===== config.mk =====
export PLATFORM = sky130hd
export DESIGN_NAME = controle_contador
export DESIGN_NICKNAME = d
export VERILOG_FILES = /design/src/rtl/controle_contador.sv
export SDC_FILE = /design/constraint.sdc
export NUM_CORES = 1
export LEC_CHECK = 0
export CAP_MARGIN = 0
export CORE_MARGIN = 2
export CORE_UTILIZATION = 50
export DETAILED_ROUTE_END_ITERATION = 8
export PLACE_DENSITY = 0.84
export SLEW_MARGIN = 30
export SYNTH_ARGS = -nofsm -noshare
export SYNTH_HDL_FRONTEND = slang
export SYNTH_SLANG_ARGS = --single-unit

===== constraint.sdc =====
create_clock -name clock -period 5.6 [get_ports clock]
set_input_delay 1.68 -clock clock [delete_from_list [all_inputs] [get_ports clock]]
set_output_delay 1.68 -clock clock [all_outputs]
set_load 0.01 [all_outputs]

===== src/rtl/controle_contador.sv =====
// Command sequencer and round-robin arbiter for the shared 8-bit up/down counter.
// Runs LOAD/UP/DOWN/READ atomically and reports completion with the resulting count.
module controle_contador (
    input  logic       clock,
    input  logic       reset,
    input  logic       req0_valid,
    input  logic [1:0] req0_op,
    input  logic [7:0] req0_data,
    output logic       req0_ready,
    input  logic       req1_valid,
    input  logic [1:0] req1_op,
    input  logic [7:0] req1_data,
    output logic       req1_ready,
    input  logic [7:0] cnt_count,
    output logic       cnt_load,
    output logic       cnt_key,
    output logic [7:0] cnt_entrada,
    output logic       busy,
    output logic       done,
    output logic       done_id,
    output logic [7:0] result
);

    typedef enum logic [1:0] {
        S_IDLE,
        S_LOAD,
        S_STEP,
        S_DONE
    } state_t;

    localparam logic [1:0] OP_LOAD = 2'b00;
    localparam logic [1:0] OP_UP   = 2'b01;
    localparam logic [1:0] OP_DOWN = 2'b10;

    state_t     state_q;
    logic       last_q;
    logic       id_q;
    logic [7:0] data_q;
    logic [7:0] rem_q;
    logic       load_q;
    logic       key_q;
    logic       done_q;

    logic       grant_id;
    logic [1:0] g_op;
    logic [7:0] g_data;
    logic       accept;
    logic       is_step;

    // Contention goes to whoever was not granted last.
    always_comb begin
        grant_id = 1'b0;
        if (req0_valid && req1_valid) begin
            grant_id = ~last_q;
        end else if (req1_valid) begin
            grant_id = 1'b1;
        end
        g_op   = grant_id ? req1_op : req0_op;
        g_data = grant_id ? req1_data : req0_data;
    end

    assign accept  = reset && (state_q == S_IDLE)
                     && (req0_valid || req1_valid);
    assign is_step = ((g_op == OP_UP) || (g_op == OP_DOWN))
                     && (g_data != 8'd0);

    assign req0_ready = accept && !grant_id;
    assign req1_ready = accept && grant_id;

    always_ff @(posedge clock or negedge reset) begin
        if (!reset) begin
            state_q <= S_IDLE;
            last_q  <= 1'b1;
            id_q    <= 1'b0;
            data_q  <= 8'd0;
            rem_q   <= 8'd0;
            load_q  <= 1'b1;
            key_q   <= 1'b0;
            done_q  <= 1'b0;
        end else begin
            done_q <= 1'b0;
            unique case (state_q)
                S_IDLE: begin
                    if (accept) begin
                        last_q <= grant_id;
                        id_q   <= grant_id;
                        data_q <= g_data;
                        unique case (1'b1)
                            (g_op == OP_LOAD): begin
                                state_q <= S_LOAD;
                            end
                            is_step: begin
                                state_q <= S_STEP;
                                rem_q   <= g_data;
                                load_q  <= 1'b0;
                                key_q   <= (g_op == OP_UP);
                            end
                            default: begin
                                state_q <= S_DONE;
                                done_q  <= 1'b1;
                            end
                        endcase
                    end
                end
                S_LOAD: begin
                    state_q <= S_DONE;
                    done_q  <= 1'b1;
                end
                S_STEP: begin
                    if (rem_q == 8'd1) begin
                        state_q <= S_DONE;
                        done_q  <= 1'b1;
                        load_q  <= 1'b1;
                        key_q   <= 1'b0;
                    end else begin
                        rem_q <= rem_q - 8'd1;
                    end
                end
                S_DONE: begin
                    state_q <= S_IDLE;
                end
                default: begin
                    state_q <= S_IDLE;
                end
            endcase
        end
    end

    // Frozen counter reloads its own value on the falling edge, except in LOAD.
    assign cnt_entrada = (state_q == S_LOAD) ? data_q : cnt_count;
    assign cnt_load    = load_q;
    assign cnt_key     = key_q;
    assign busy        = (state_q != S_IDLE);
    assign done        = done_q;
    assign done_id     = done_q && id_q;
    assign result      = done_q ? cnt_count : 8'd0;

endmodule

# After elaboration in Yosys (flattened, before gate mapping)
# Cells that the tools add are included.
[classes]
reduce_logical = 20
eq_ne = 10
bitwise_logic = 1
add_sub_neg = 1
n_mux = 26
[ops]
columns = ["op", "count"]
rows = [
  ["$mux W8", 6],
  ["$pmux W8 S2", 1],
  ["$mux W1", 11],
  ["$eq A8 B1 Y1 const B", 1],
  ["$ne A2 B2 Y1 const B", 4],
  ["$pmux W2 S4", 1],
  ["$reduce_and A4 Y1", 2],
  ["$reduce_bool A8 Y1", 1],
  ["$sub A8 B1 Y8 const B", 1],
  ["$logic_and A1 B1 Y1", 7],
  ["$eq A2 B2 Y1 const B", 3],
  ["$mux W2", 3],
  ["$eq A2 B1 Y1 const B", 2],
  ["$logic_not A2 Y1", 2],
  ["$pmux W1 S2", 2],
  ["$pmux W2 S2", 1],
  ["$reduce_and A2 Y1", 2],
  ["$reduce_bool A2 Y1", 2],
  ["$pmux W1 S3", 1],
  ["$logic_or A1 B1 Y1", 2],
  ["$reduce_or A2 Y1", 1],
  ["$logic_not A1 Y1", 1],
  ["$not A1 Y1", 1],
]
[word_totals]
input_bits = 32
wordCells = 66
ff_bits = 23
out_inout_bits = 23

# Logic depth before layout (Yosys ltp)
# Gate-level depths: netlist of run 1.
[depth]
depth_word = 10
depth_mapped = 10

# Worst setup path after synthesis of run 1
# No wires, ideal clock.
[synth_timing]
kind = "in2out"
start = "input req1_valid"
end = "output req0_ready"
path_stages = 3
arrival_time_ns = 2.348
path_slack_ns = 1.572
cell_sequence = "o211ai_2 -> clkbuf_1 -> nor2_1"
[synth_via]
elab_chain_cells = 4
word_cells_on_any_way = 7
classes_between = "mux: 2; reduce/logical: 5"
[synth_lines]
columns = ["element", "line_no", "rtl"]
rows = [
  ["from (decl)", "10", "input logic req1_valid,"],
  ["$mux W1 / $logic_and A1 B1 Y1 (equally long branches)", "55, 53", ""],
  ["$mux W1", "53", "if (req0_valid && req1_valid) begin"],
  ["$logic_not A1 Y1", "67", "assign req0_ready = accept && !grant_id;"],
  ["$logic_and A1 B1 Y1 *", "67", ""],
  ["to (decl)", "9", "output logic req0_ready,"],
]
# Every way passes the cells marked *; elsewhere a longest branch is shown, timed or not.

# Worst setup path after layout of run 1
[layout_timing]
start = "input req1_valid"
end = "output req1_ready"
[layout_via]
elab_chain_cells = 3
word_cells_on_any_way = 6
classes_between = "mux: 2; reduce/logical: 4"
[layout_lines]
columns = ["element", "line_no", "rtl"]
rows = [
  ["$mux W1, or another cell as far along", "55", "end else if (req1_valid) begin"],
  ["$mux W1 / $logic_and A1 B1 Y1 (equally long branches)", "53, 63", ""],
  ["$logic_and A1 B1 Y1 *", "68", "assign req1_ready = accept && grant_id;"],
  ["to (decl)", "13", "output logic req1_ready,"],
]
# Marked as above.

==> impl_summary.txt, run 1 <==
----------------------------------------------------
[Critical path]
  Critical path start-end classification ... input pin to output port
  Max FO, Critical Path ... 5
  Crit path cell chain ... clkdlybuf4s50_1 > a21boi_1 > and3_1 > clkdlybuf4s50_1
  Kind of start point of the critical path ... input pin
  Count of cells along the worst register-to-register path ... 7
  Crit path DAT ... 3370 ps
  Worst EP required ... 3920 ps
  Nature of the critical path endpoint ... output port
  Peak per-stage delay on the critical path ... 550 ps
  CP dominant cell by count ... sky130_fd_sc_hd__clkdlybuf4s50_1
  CP max stage cell ... sky130_fd_sc_hd__clkdlybuf4s50_1

[Synthesis]
  Netlist Area Pre-Place ... 0.00170 mm2
  Distinct cell type count after synthesis ... 45
  Flip-flop and latch count after synthesis ... 23
  Mapped Avg Cell Area ... 9.41 um2
  Most frequent cell after synthesis ... sky130_fd_sc_hd__dfrtp_1
  Post-synthesis sequential area ratio ... 0.339
  Dominant synthesized flop cell ... sky130_fd_sc_hd__dfrtp_1
  Number of enable-type register cells in the synthesized netlist ... 0
  Share of the synthesized area in the top cell type ... 0.309
  Count of synthesis-stage warnings from yosys ... 0
  Fraction of synthesis flops using an asynchronous set or reset pin ... 1.00
  Post-synth top area cell ... sky130_fd_sc_hd__dfrtp_1
  Commonest cells post-synth ... sky130_fd_sc_hd__dfrtp_1, sky130_fd_sc_hd__nand2_1, sky130_fd_sc_hd__o21ai_0
  Leading post-synthesis cells by cell area ... sky130_fd_sc_hd__dfrtp_1, sky130_fd_sc_hd__ha_1, sky130_fd_sc_hd__mux2_2
  Synthesized netlist net count ... 222
  Cell count after synthesis ... 181

[Detailed routing]
  Total wirelength of the detailed-routed design ... 4200 um
  Via count of the routed design ... 1565
  DR iter-0 viols ... 95
  Length of the first detailed-routing pass in iterations ... 4
  DRC viols ... 0
  Detailed-route wire length per cell ... 15.1 um
  Via density per instance ... 5.61
  Post-route antenna net violation count ... 0

[Power and ir drop]
  Power per Cell Area ... 445 mW/mm2
  Leakage dissipation ... 0.974 nW
  Peak supply drop ... 0.264 mV

[Min path]
  Number of cells on the worst hold path ... 1
  Path type of the worst min-delay path ... flop to flop

[STA]
  Timing-limited maximum frequency ... 198 MHz
  Final Slew Violations ... 0
  Layout Skew ... 8.28 ps
  Final-report hold violation count ... 0
  Normalized max-slew margin ... 0.568
  Final period utilization ... 0.902
  Setup TNS ... 0 ps
  Minimum clock period ... 5050 ps
  Slew @ Worst Pin ... 648 ps
  Final hold slack ... 489 ps
  # setup viols final ... 0
  RSZ-0062 raised after global routing ... no

[Clock tree]
  Skew-Pair Late Insertion Delay ... 320 ps
  Clock Sink Count ... 23
  Count of hold-fix buffers inserted at cts ... 0
  Clock H-tree levels ... 1
  CTS tree ... built
  Post-CTS Repair Setup Buffers ... 0
  Clock-pin transition on the worst setup and hold timing paths ... 120 ps
  Resize count post-CTS ... 0
  Root buffer cell ... sky130_fd_sc_hd__clkbuf_4
  Deepest clock path buffer count ... 2
  Number of CTS-inserted buffers ... 3

[Placement]
  Weighted congestion reported at the end of routability-driven placement ... 0.849
  Count of buffers inserted at the top-level ports ... 54
  Placed Instances ... 275
  HPWL after DPL ... 3300 um

[GRT]
  Antenna violations before repair ... 0
  Global route overflow ... 0
  First-pass GRT wire length ... 6900 um
  Global router's overall resource usage ... 0.222
  Number of global-route vias before repair ... 1493
  Maximum number of pins on one net before global-route repair ... 25

[Cells and area]
  Final Instance Count excl. Fillers ... 279
  Area grow syn2layout ... 34.8%
  Multi-input gate area in the final layout ... 0.00104 mm2
  Filler Cells Inserted ... 269
  Share of cells above drive strength 1 ... 0.142
  Antenna cells ... 0
  Sequential standard cell area ... 578 um2
  Net count reported at finish ... 275

[Floorplanning]
  Floorplan row count ... 21
  Die ar. ... 0.00389 mm2
  I/O pin cnt ... 55
  Die Y-Extent ... 62.4 um
  Core ar. ... 0.00331 mm2
  Width of the die ... 62.4 um
  Initial Utilization ... 0.514

[Outcome]
  Status ... finished clean

[Run]
  Maximum Capacitance Violations ... 0

----------------------------------------------------
## through the flow
step	setup slack [ps]	instance area (um2)	power, mW	utilization
global placement	610	2270	0.929	0.685
CTS	540	2290	1.02	0.693
finish	546	2290	1.02	0.693
floorplan	1570	1700	0.741	-
detailed placement	537	2270	0.945	0.685
global route	431	2290	1.10	0.693
## cells in the final DEF (no fill, tap or decap), types with 2 or more instances in the layout
cell and instances:
sky130_fd_sc_hd__dfrtp_1 21, sky130_fd_sc_hd__nand3_1 3, sky130_fd_sc_hd__ha_1 9, sky130_fd_sc_hd__a221oi_1 3, sky130_fd_sc_hd__a211oi_2 2, sky130_fd_sc_hd__o21ai_0 14
sky130_fd_sc_hd__nor2_1 11, sky130_fd_sc_hd__a31oi_1 3, sky130_fd_sc_hd__nor4_2 3, sky130_fd_sc_hd__mux2_2 9, sky130_fd_sc_hd__buf_4 2, sky130_fd_sc_hd__a211oi_1 2
sky130_fd_sc_hd__dfstp_2 2, sky130_fd_sc_hd__clkbuf_4 3, sky130_fd_sc_hd__inv_1 9, sky130_fd_sc_hd__o21ai_1 6, sky130_fd_sc_hd__a21o_1 4, sky130_fd_sc_hd__mux2i_1 10
sky130_fd_sc_hd__nor2_2 3, sky130_fd_sc_hd__nand2_1 20, sky130_fd_sc_hd__and2_1 9, sky130_fd_sc_hd__nor4_1 2, sky130_fd_sc_hd__o31ai_1 3, sky130_fd_sc_hd__clkdlybuf4s50_1 54
sky130_fd_sc_hd__a21oi_1 2, sky130_fd_sc_hd__o22ai_1 4
## critical path, delay by kind of cell
kind / cells / cell delay [ps]
compound gates: 1 / 360
buf+inv: 2 / 1070
simple gates: 1 / 260
## sequential cells by signal, indices dropped and copies added (netlist names)
signal,flops
last_q,1
cnt_key,1
data_q,8
rem_q,8
id_q,1
state_q,2
done,1
cnt_load,1
## layer usage
metal	track usage	up-vias	wire length (um)
met3	0.0507	5	318
met2	0.364	57	1830
li1	-	767	-
met4	0.0611	0	38
met1	0.298	736	2020
met5	0	-	0
## where the power goes
group	leakage [nW]	switching (mW)	total [mW]	internal, mW
Combinational	0.678	0.325	0.626	0.300
Sequential	0.278	0.0657	0.316	0.250
Clock	0.0177	0.0530	0.0798	0.0268
Total	0.974	0.444	1.02	0.578
## cells by family (layout without fill, tap and decap cells)
group,after synthesis,after routing,synth area share
buf+inv,17,69,0.0485
flops,23,23,0.339
simple gates,57,57,0.184
compound gates,56,56,0.244
fa+ha+maj,9,9,0.0661
mux,19,19,0.118
## path summary, 6_finish.rpt
path	start	to	slack, ps
min in group asynchronous	reset	state_q[1]	1640
max reg2reg	last_q	state_q[0]	2860
min reg2reg	id_q	id_q	490
max	req1_valid	req1_ready	550
max in group asynchronous	reset	done	3360
min	id_q	id_q	490
## final cells by class
cell class                      instances  area share
Clock buffer                            3     0.00981
Clock inverter                          1     0.00218
Inverter                                9      0.0147
Multi-Input combinational cell        141       0.454
Sequential cell                        23       0.252
Tap cell                               46      0.0251
Timing Repair Buffer                   56       0.242
Note: power is estimated with default switching activity, not from simulation.
==> inputs of run 2 (changes only) <==
==> constraint.sdc (replaced) <==
create_clock -name clock -period 5.6 [get_ports clock]
set_input_delay 1.12 -clock clock [delete_from_list [all_inputs] [get_ports clock]]
set_output_delay 1.12 -clock clock [all_outputs]
set_load 0.01 [all_outputs]
==> run 2 against run 1 <==
Against the previous run:
- register-to-register slack improved by 60 ps
- die area unchanged
- count of clock-buffer cells in the layout unchanged
- worst setup slack better by 1000 ps
- combinational power about the same
- final cell count fell by 0.36%
- global-route usage rose by 0.71 points
- design area barely moved
- fmax is 25% higher
- sequential power about the same
- non-clock buffer count down 1
- routed wire length up 1.4%
- critical path type unchanged
- largest power group unchanged
==> impl_summary.txt, run 2 (synthesis gave the netlist of run 1 again) <==
----------------------------------------------------
[Clock tree]
  Clock-pin transition on the worst setup and hold timing paths ... 130 ps
  Root buffer cell ... sky130_fd_sc_hd__clkbuf_4
  CTS tree ... built
  Post-CTS Repair Setup Buffers ... 0
  Deepest clock path buffer count ... 2
  Number of CTS-inserted buffers ... 3
  Resize count post-CTS ... 0
  Skew-Pair Late Insertion Delay ... 310 ps
  Count of hold-fix buffers inserted at cts ... 0
  Clock H-tree levels ... 1
  Clock Sink Count ... 23

[Critical path]
  Worst R2R End ... state_q[0]
  Count of cells along the worst register-to-register path ... 7
  Max FO, Critical Path ... 26
  Kind of start point of the critical path ... input pin
  R2r startpoint ... last_q
  Crit path DAT ... 2920 ps
  Critical path start-end classification ... input pin to output port
  Setup slack of the most critical reg-to-reg path ... 2920 ps
  Worst EP required ... 4480 ps
  Nature of the critical path endpoint ... output port

[Cells and area]
  Final cell utilization of the core ... 0.694
  Registers with the most flip-flops ... data_q x8, rem_q x8, state_q x2
  Area grow syn2layout ... 34.8%
  Antenna cells ... 0
  Share of cells above drive strength 1 ... 0.138
  Commonest non-fill, non-tap cell in the layout ... sky130_fd_sc_hd__clkdlybuf4s50_1
  Net count reported at finish ... 274
  Top library cells by usage in the layout, fill and taps aside ... sky130_fd_sc_hd__clkdlybuf4s50_1, sky130_fd_sc_hd__dfrtp_1, sky130_fd_sc_hd__nand2_1, sky130_fd_sc_hd__o21ai_0, sky130_fd_sc_hd__nor2_1

[STA]
  RSZ-0062 raised after global routing ... no
  Final-report hold violation count ... 0
  Slew @ Worst Pin ... 668 ps
  Layout Skew ... 3.56 ps
  Timing-limited maximum frequency ... 247 MHz
  Final Slew Violations ... 0
  Final period utilization ... 0.722
  Normalized max-slew margin ... 0.554
  # setup viols final ... 0
  Setup TNS ... 0 ps
  Minimum clock period ... 4040 ps

[Floorplanning]
  Width of the die ... 62.4 um
  Die ar. ... 0.00389 mm2
  Floorplan row count ... 21
  Die Y-Extent ... 62.4 um
  I/O pin cnt ... 55
  Initial Utilization ... 0.514
  Core ar. ... 0.00331 mm2

[Power and ir drop]
  Power, Total ... 1.02 mW
  Clk network pwr share ... 0.076
  Switching portion of total power ... 0.435
  Power dissipated by switching net loads ... 444 uW
  Internal power contribution ... 577 uW
  Power per Cell Area ... 445 mW/mm2
  Register share of total power ... 0.308
  Logic gate share of total power ... 0.615
  Peak supply drop ... 0.271 mV
  Leakage dissipation ... 0.969 nW

[GRT]
  Global router's overall resource usage ... 0.229
  Maximum number of pins on one net before global-route repair ... 27
  Number of global-route vias before repair ... 1554
  Global route overflow ... 0
  Antenna violations before repair ... 0
  First-pass GRT wire length ... 7330 um

[Outcome]
  Status ... finished clean

[Detailed routing]
  Post-route antenna net violation count ... 0
  Detailed-route wire length per cell ... 15.3 um
  DR iter-0 viols ... 72
  Length of the first detailed-routing pass in iterations ... 4
  Via count of the routed design ... 1571
  Total wirelength of the detailed-routed design ... 4260 um
  DRC viols ... 0
  Via density per instance ... 5.65

[Run]
  Maximum Capacitance Violations ... 0

[Min path]
  Launch point of the worst hold path ... id_q
  Number of cells on the worst hold path ... 1
  Hold worst-path end ... id_q
  Path type of the worst min-delay path ... flop to flop

[Placement]
  Weighted congestion reported at the end of routability-driven placement ... 0.804
  Count of buffers inserted at the top-level ports ... 54
  HPWL after DPL ... 3220 um

----------------------------------------------------
==> run 2: changes by cell type in the layout (fill, tap and decap cells not counted) <==
cell	change
sky130_fd_sc_hd__o211ai_4	+1
sky130_fd_sc_hd__o211ai_2	-1
sky130_fd_sc_hd__buf_4	-1
==> run 2: how the worst max path moves through the flow <==
stage | from | depth (start not counted) | endpoint
after floorplan | req1_valid | 8 | state_q[0]
after global placement | reset | 5 | req0_ready
after detailed placement | reset | 5 | req0_ready
after CTS | reset | 5 | req0_ready
after global routing | reset | 5 | req0_ready
final | reset | 5 | req0_ready
==> run 2: per-layer routing <==
| layer | wire length [um] | vias up | GRT usage |
|---|---|---|---|
| met5 | 0 | - | 0 |
| met4 | 14 | 0 | 0.0417 |
| met3 | 370 | 2 | 0.0399 |
| met2 | 1940 | 68 | 0.376 |
| met1 | 1940 | 735 | 0.323 |
| li1 | - | 766 | - |
==> run 2: metrics by stage <==
step                hold slack [ps]  cell area [um2]  cells  setup slack (ps)
finish                          484             2300    278              1560
global route                    494             2300    278              1390
CTS                             488             2290    278              1320
detailed placement              457             2260    274              1330
global placement                456             2260    274              1330
floorplan                       442             1700    181              2570
==> run 2: power by group through the flow <==
stage                     registers (mW)  logic (mW)  clock network (mW)
after floorplan                    0.305       0.436                   0
after global placement             0.315       0.614                   0
after detailed placement           0.318       0.623                   0
after CTS                          0.314       0.626              0.0801
after global routing               0.325       0.693              0.0868
final                              0.315       0.628              0.0780
==> run 2: critical path, stage by stage <==
cell and delay [ps]:
sky130_fd_sc_hd__clkdlybuf4s50_1 460, sky130_fd_sc_hd__buf_4 330, sky130_fd_sc_hd__o211ai_4 290, sky130_fd_sc_hd__nor2_1 170, sky130_fd_sc_hd__clkdlybuf4s50_1 550
==> run 2: final cells by class <==
cell class,count,area [um2]
fillers,263,1010
repair buffers,55,548
inverters,9,33.8
clock inverters,1,5.00
multi-input cells,141,1050
flip-flops and latches,23,578
clock buffers,3,22.5
well taps,46,57.6
